$ cat src/rtl/controller_sequencer.sv
// SAP-1 style controller/sequencer: six-state T ring plus HALT, decoding the control word from state and opcode.
// Optional macro SAP1_VARIABLE_CYCLE_EN shortens instructions by returning to T1 after their last active T-state.

module controller_sequencer_chk (
   input logic ep,
   input logic ce_n,
   input logic ei_n,
   input logic ea,
   input logic eu
);

   logic [2:0] drv_cnt_s;

   // Count the active bus drivers and flag any contention on the shared bus
   always_comb begin
      drv_cnt_s = 3'd0;
      drv_cnt_s = {2'b00, ep} + {2'b00, ~ce_n} + {2'b00, ~ei_n} + {2'b00, ea} + {2'b00, eu};
      assert (drv_cnt_s <= 3'd1)
         else $error("bus contention: %0d drivers active", drv_cnt_s);
   end

endmodule

module controller_sequencer #(
   parameter logic [3:0] OP_LDA = 4'h0,
   parameter logic [3:0] OP_ADD = 4'h1,
   parameter logic [3:0] OP_SUB = 4'h2,
   parameter logic [3:0] OP_OUT = 4'hE,
   parameter logic [3:0] OP_HLT = 4'hF
) (
   input  logic       clk,
   input  logic       reset,
   input  logic [3:0] opcode,
   output logic       cp,
   output logic       ep,
   output logic       lm_n,
   output logic       ce_n,
   output logic       li_n,
   output logic       ei_n,
   output logic       la_n,
   output logic       ea,
   output logic       su,
   output logic       eu,
   output logic       lb_n,
   output logic       lo_n,
   output logic [5:0] t_state,
   output logic       halt
);

   typedef enum logic [2:0] {
      ST_T1   = 3'd0,
      ST_T2   = 3'd1,
      ST_T3   = 3'd2,
      ST_T4   = 3'd3,
      ST_T5   = 3'd4,
      ST_T6   = 3'd5,
      ST_HALT = 3'd6
   } state_e;

   state_e state_q;
   state_e state_d;

   logic is_lda_s;
   logic is_alu_s;
   logic is_sub_s;
   logic is_out_s;

   // Opcode classes; ADD and SUB share the same bus micro-steps
   always_comb begin
      is_lda_s = (opcode == OP_LDA);
      is_sub_s = (opcode == OP_SUB);
      is_alu_s = (opcode == OP_ADD) || (opcode == OP_SUB);
      is_out_s = (opcode == OP_OUT);
   end

   // State register; reset parks the ring at T1
   always_ff @(posedge clk or negedge reset) begin
      if (!reset) begin
         state_q <= ST_T1;
      end else begin
         state_q <= state_d;
      end
   end

   // Ring progression; HALT is terminal and only reachable from T4
   always_comb begin
      state_d = state_q;
      case (state_q)
         ST_T1: state_d = ST_T2;
         ST_T2: state_d = ST_T3;
         ST_T3: state_d = ST_T4;
         ST_T4: begin
            if (opcode == OP_HLT) begin
               state_d = ST_HALT;
            end else begin
`ifdef SAP1_VARIABLE_CYCLE_EN
               if (is_lda_s || is_alu_s) begin
                  state_d = ST_T5;
               end else begin
                  state_d = ST_T1;
               end
`else
               state_d = ST_T5;
`endif
            end
         end
         ST_T5: begin
`ifdef SAP1_VARIABLE_CYCLE_EN
            if (is_alu_s) begin
               state_d = ST_T6;
            end else begin
               state_d = ST_T1;
            end
`else
            state_d = ST_T6;
`endif
         end
         ST_T6:   state_d = ST_T1;
         ST_HALT: state_d = ST_HALT;
         default: state_d = ST_T1;
      endcase
   end

   // Control word decode; every unlisted state/opcode pair yields the idle word
   always_comb begin
      cp   = 1'b0;
      ep   = 1'b0;
      lm_n = 1'b1;
      ce_n = 1'b1;
      li_n = 1'b1;
      ei_n = 1'b1;
      la_n = 1'b1;
      ea   = 1'b0;
      su   = 1'b0;
      eu   = 1'b0;
      lb_n = 1'b1;
      lo_n = 1'b1;
      case (state_q)
         ST_T1: begin
            ep   = 1'b1;
            lm_n = 1'b0;
         end
         ST_T2: cp = 1'b1;
         ST_T3: begin
            ce_n = 1'b0;
            li_n = 1'b0;
         end
         ST_T4: begin
            if (is_lda_s || is_alu_s) begin
               ei_n = 1'b0;
               lm_n = 1'b0;
            end else if (is_out_s) begin
               ea   = 1'b1;
               lo_n = 1'b0;
            end else begin
               cp = 1'b0;
            end
         end
         ST_T5: begin
            if (is_lda_s) begin
               ce_n = 1'b0;
               la_n = 1'b0;
            end else if (is_alu_s) begin
               ce_n = 1'b0;
               lb_n = 1'b0;
               su   = is_sub_s;
            end else begin
               cp = 1'b0;
            end
         end
         ST_T6: begin
            if (is_alu_s) begin
               eu   = 1'b1;
               la_n = 1'b0;
               su   = is_sub_s;
            end else begin
               cp = 1'b0;
            end
         end
         ST_HALT: cp = 1'b0;
         default: cp = 1'b0;
      endcase
   end

   // One-hot T-state view and halt flag
   always_comb begin
      t_state = 6'b000000;
      halt    = 1'b0;
      case (state_q)
         ST_T1:   t_state = 6'b000001;
         ST_T2:   t_state = 6'b000010;
         ST_T3:   t_state = 6'b000100;
         ST_T4:   t_state = 6'b001000;
         ST_T5:   t_state = 6'b010000;
         ST_T6:   t_state = 6'b100000;
         ST_HALT: halt    = 1'b1;
         default: t_state = 6'b000000;
      endcase
   end

   controller_sequencer_chk u_chk (
      .ep   (ep),
      .ce_n (ce_n),
      .ei_n (ei_n),
      .ea   (ea),
      .eu   (eu)
   );

endmodule

$ cat config.mk
export PLATFORM = sky130hd
export DESIGN_NAME = controller_sequencer
export DESIGN_NICKNAME = d
export VERILOG_FILES = /design/src/rtl/controller_sequencer.sv
export SDC_FILE = /design/constraint.sdc
export NUM_CORES = 1
export LEC_CHECK = 0
export CORE_AREA = 2 2 39 41
export CTS_CLUSTER_SIZE = 28
export DETAILED_ROUTE_END_ITERATION = 16
export DIE_AREA = 0 0 41 43
export GPL_TIMING_DRIVEN = 0
export PLACE_DENSITY_LB_ADDON = 0.05
export SYNTH_ARGS = -nofsm -noshare
export SYNTH_HDL_FRONTEND = slang
export SYNTH_SLANG_ARGS = --single-unit
export TNS_END_PERCENT = 5
$ cat constraint.sdc
create_clock -name clk -period 1.3 [get_ports clk]
set_input_delay 0.325 -clock clk [delete_from_list [all_inputs] [get_ports clk]]
set_output_delay 0.325 -clock clk [all_outputs]
set_load 0.01 [all_outputs]
==> metrics.md <==
| Metric | Value |
|---|---|
| Run status | finished, violations left |
| Violated checks | setup timing |
| Tmin final | 1.60 ns |
| Routed vias | 437 |
| Critical Path RT | 0.98 ns |
| Distinct cell type count of the synthesized netlist | 26 |
| Area leader, netlist | dfrtp_1 |
| Multiplexer share of the synthesized area | 0% |
| Crit path max fanout | 6 |
| WP data arrival | 1.27 ns |
| Largest regs | state_q x3 |
| Tot Pwr | 1.65 mW |
| Row cnt | 14 |
| Max clock buf depth | 2 |
| R2R cell count | 4 |
| Simple-Gate Fraction of Synth Area | 45.6% |
| Iter 0 DRT Violations | 6 |
| Placed cell areas | 608 sq um |
| Most flops, register | state_q |
| Worst Tran Pin Value | 0.313 ns |
| Synth Area in Adders | 0% |
| Detail Placement HPWL | 731 um |
| CTS tree | done |
| Mapped cell area | 338 sq um |
| R2r endpoint | state_q[1] |
| Xor and xnor area share after synthesis | 2.59% |
| GRT Util Overall | 14.4% |
| Reg clk slew, reported paths | 0.04 ns |
| Antenna violations before repair | 0 |
| Top-area cell type share of the netlist area | 22.2% |
| Share of flip-flops with an asynchronous set or reset | 100% |
| Final ANT Viol Nets | 0 |
| Setup CP Type | in -> out |
| Cell count after synthesis | 41 |
| Yosys warns | 0 |
| Final period utilization | 123% |
| Worst Setup Slack, final | -0.296 ns |
| Filler cell count | 157 |
| Reg-to-Reg Start | state_q[1] |
| Hold Path Class | in -> async |
| Power per Cell Area | 2310 nW/um^2 |
| Worst skew pair latency | 0.23 ns |
| Post-synth EDFFs | 0 |
| RSZ-0062 raised after global routing | true |
| Post-synthesis sequential area ratio | 22.2% |
| Starting Density | 24.4% |
| Die height | 43 um |
| IO Pins | 25 |
| Clock sink count | 3 |
| CORE AREA | 1380 sq um |
| Synth top area cells | dfrtp_1 22%, nor3_1 7.4%, nor4b_4 7.0% |
| Routability Congestion | 0.594 |
| Syn-to-layout area delta | 111% |
| Post-Syn Nets | 47 |
| Pin count of the biggest net entering global routing | 11 |
| #FFs+latches synth | 3 |
| Dpl ws | -0.920 ns |
| Max H-tree Level | 1 |
| Fmax | 0.627 GHz |
| Largest family of logic cells by synthesized area | simple AND/OR/NAND/NOR gates |
| Mapped Avg Cell Area | 8.24 sq um |
| Num CTS Buffers | 3 |
| First-pass GRT wire length | 1.72 mm |
| Hold Vio Cnt, Final | 0 |
| Max reg flops | 3 |
| Drt drc | 0 |
| Max rail drop VDD | 1.07 mV |
| Die area | 1760 sq um |
| Via density | 4.55 |
| Compound-Gate Fraction of Synth Area | 17.0% |
| Most frequent cells in the layout | 16 x buf_2, 10 x buf_4, 8 x buf_6 |
| Total leakage power | 0.341 nW |
| Nets@finish | 87 |
| Max Slew Vio Count | 0 |
| First-pass DRT Iterations | 2 |
| Final Instance Area | 712 sq um |
| Flop-to-flop setup slack | 0.17 ns |
| Routed WL | 1.10 mm |
| CTS root buffer | clkbuf_4 |
| Final number of setup-violating endpoints | 19 |
| Port buffer count | 24 |
| Ant diodes | 0 |
| GRT overflow | 0 |
| Post-synth top flop | dfrtp_1 |
| Hold WS | 0.274 ns |
| Worst rel slew slack | 79.1% |
| Die W | 41 um |
| Startpoint types | input port |
| Mean routed wirelength per cell | 11.4 um |
| Commonest non-fill, non-tap cell in the layout | buf_2 |
| Max-cap check violation count | 0 |
| Hold_buf cts | 0 |
| Vias in the first global route | 379 |
| Share of cells above drive strength 1 | 66.3% |
| Skew final | 0.00427 ns |
| Crit. End Element | output port |
-- kinds of logic after synthesis --
kind of cell,Yosys count
AO/OA/AOI/OAI,8
XOR/XNOR,1
buffers and inverters,8
flip-flops,3
AND/OR/NAND/NOR,21
-- worst max path at each step --
stage / startpoint / endpoint / slack [ns] / cells past startpoint
after floorplan: state_q[1] / lb_n / -0.07 / 3
after global placement: opcode[1] / lm_n / -0.94 / 4
after detailed placement: opcode[3] / su / -0.92 / 4
after CTS: state_q[1] / lm_n / -0.32 / 5
after global routing: state_q[0] / lb_n / -0.37 / 4
final: opcode[0] / lo_n / -0.30 / 4
-- power breakdown --
part / leakage (nW) / total, mW / switching [mW] / internal, mW
registers: 0.0362 / 0.191 / 0.0487 / 0.142
logic: 0.290 / 1.30 / 0.609 / 0.688
clock network: 0.0150 / 0.158 / 0.0436 / 0.115
-- critical path: stages --
cell and delay (ns):
dlygate4sd2_1 0.30, nand2b_4 0.17, or3_1 0.33, buf_2 0.14
-- layer usage --
| layer | GRT usage, % | vias up | part of all wire [%] |
|---|---|---|---|
| met4 | 6.00 | 0 | 0 |
| met1 | 19.4 | 199 | 45 |
| met3 | 3.14 | 0 | 5.9 |
| met2 | 21.3 | 10 | 49 |
| li1 | - | 228 | - |
| met5 | 0 | - | 0 |
-- synth_stat cells (2+ instances only) --
| master | n |
|---|---|
| a21oi_1 | 3 |
| and3_1 | 2 |
| buf_4 | 3 |
| dfrtp_1 | 3 |
| inv_1 | 2 |
| inv_2 | 2 |
| nand2_1 | 2 |
| nor2_1 | 2 |
| nor3_1 | 5 |
-- repair_timing --
item                                    4_1_cts  5_1_grt
buffers inserted                             11        0
pin swaps                                    13        4
gates resized for setup                      98        6
endpoints found under the hold margin         0        0
endpoints found under the setup margin       19       19
-- per-stage QoR --
step,util [%],instances,setup TNS (ns)
2_1_floorplan,-,41,-0.183
3_3_place_gp,43.9,81,-12.21
3_5_place_dp,43.9,81,-12.10
4_1_cts,50.0,96,-5.00
5_1_grt,51.4,96,-5.75
6_report,51.4,96,-4.61
-- layout make-up --
class / instances / area, sq um / area share [%]
multi-input cells: 30 / 277 / 38.8
flip-flops and latches: 3 / 75.1 / 10.5
well taps: 16 / 20.0 / 2.81
clock buffers: 4 / 26.3 / 3.69
plain buffers: 4 / 41.3 / 5.80
repair buffers: 35 / 253 / 35.5
inverters: 4 / 20.0 / 2.81
Note: power is estimated with default switching activity, not from simulation.
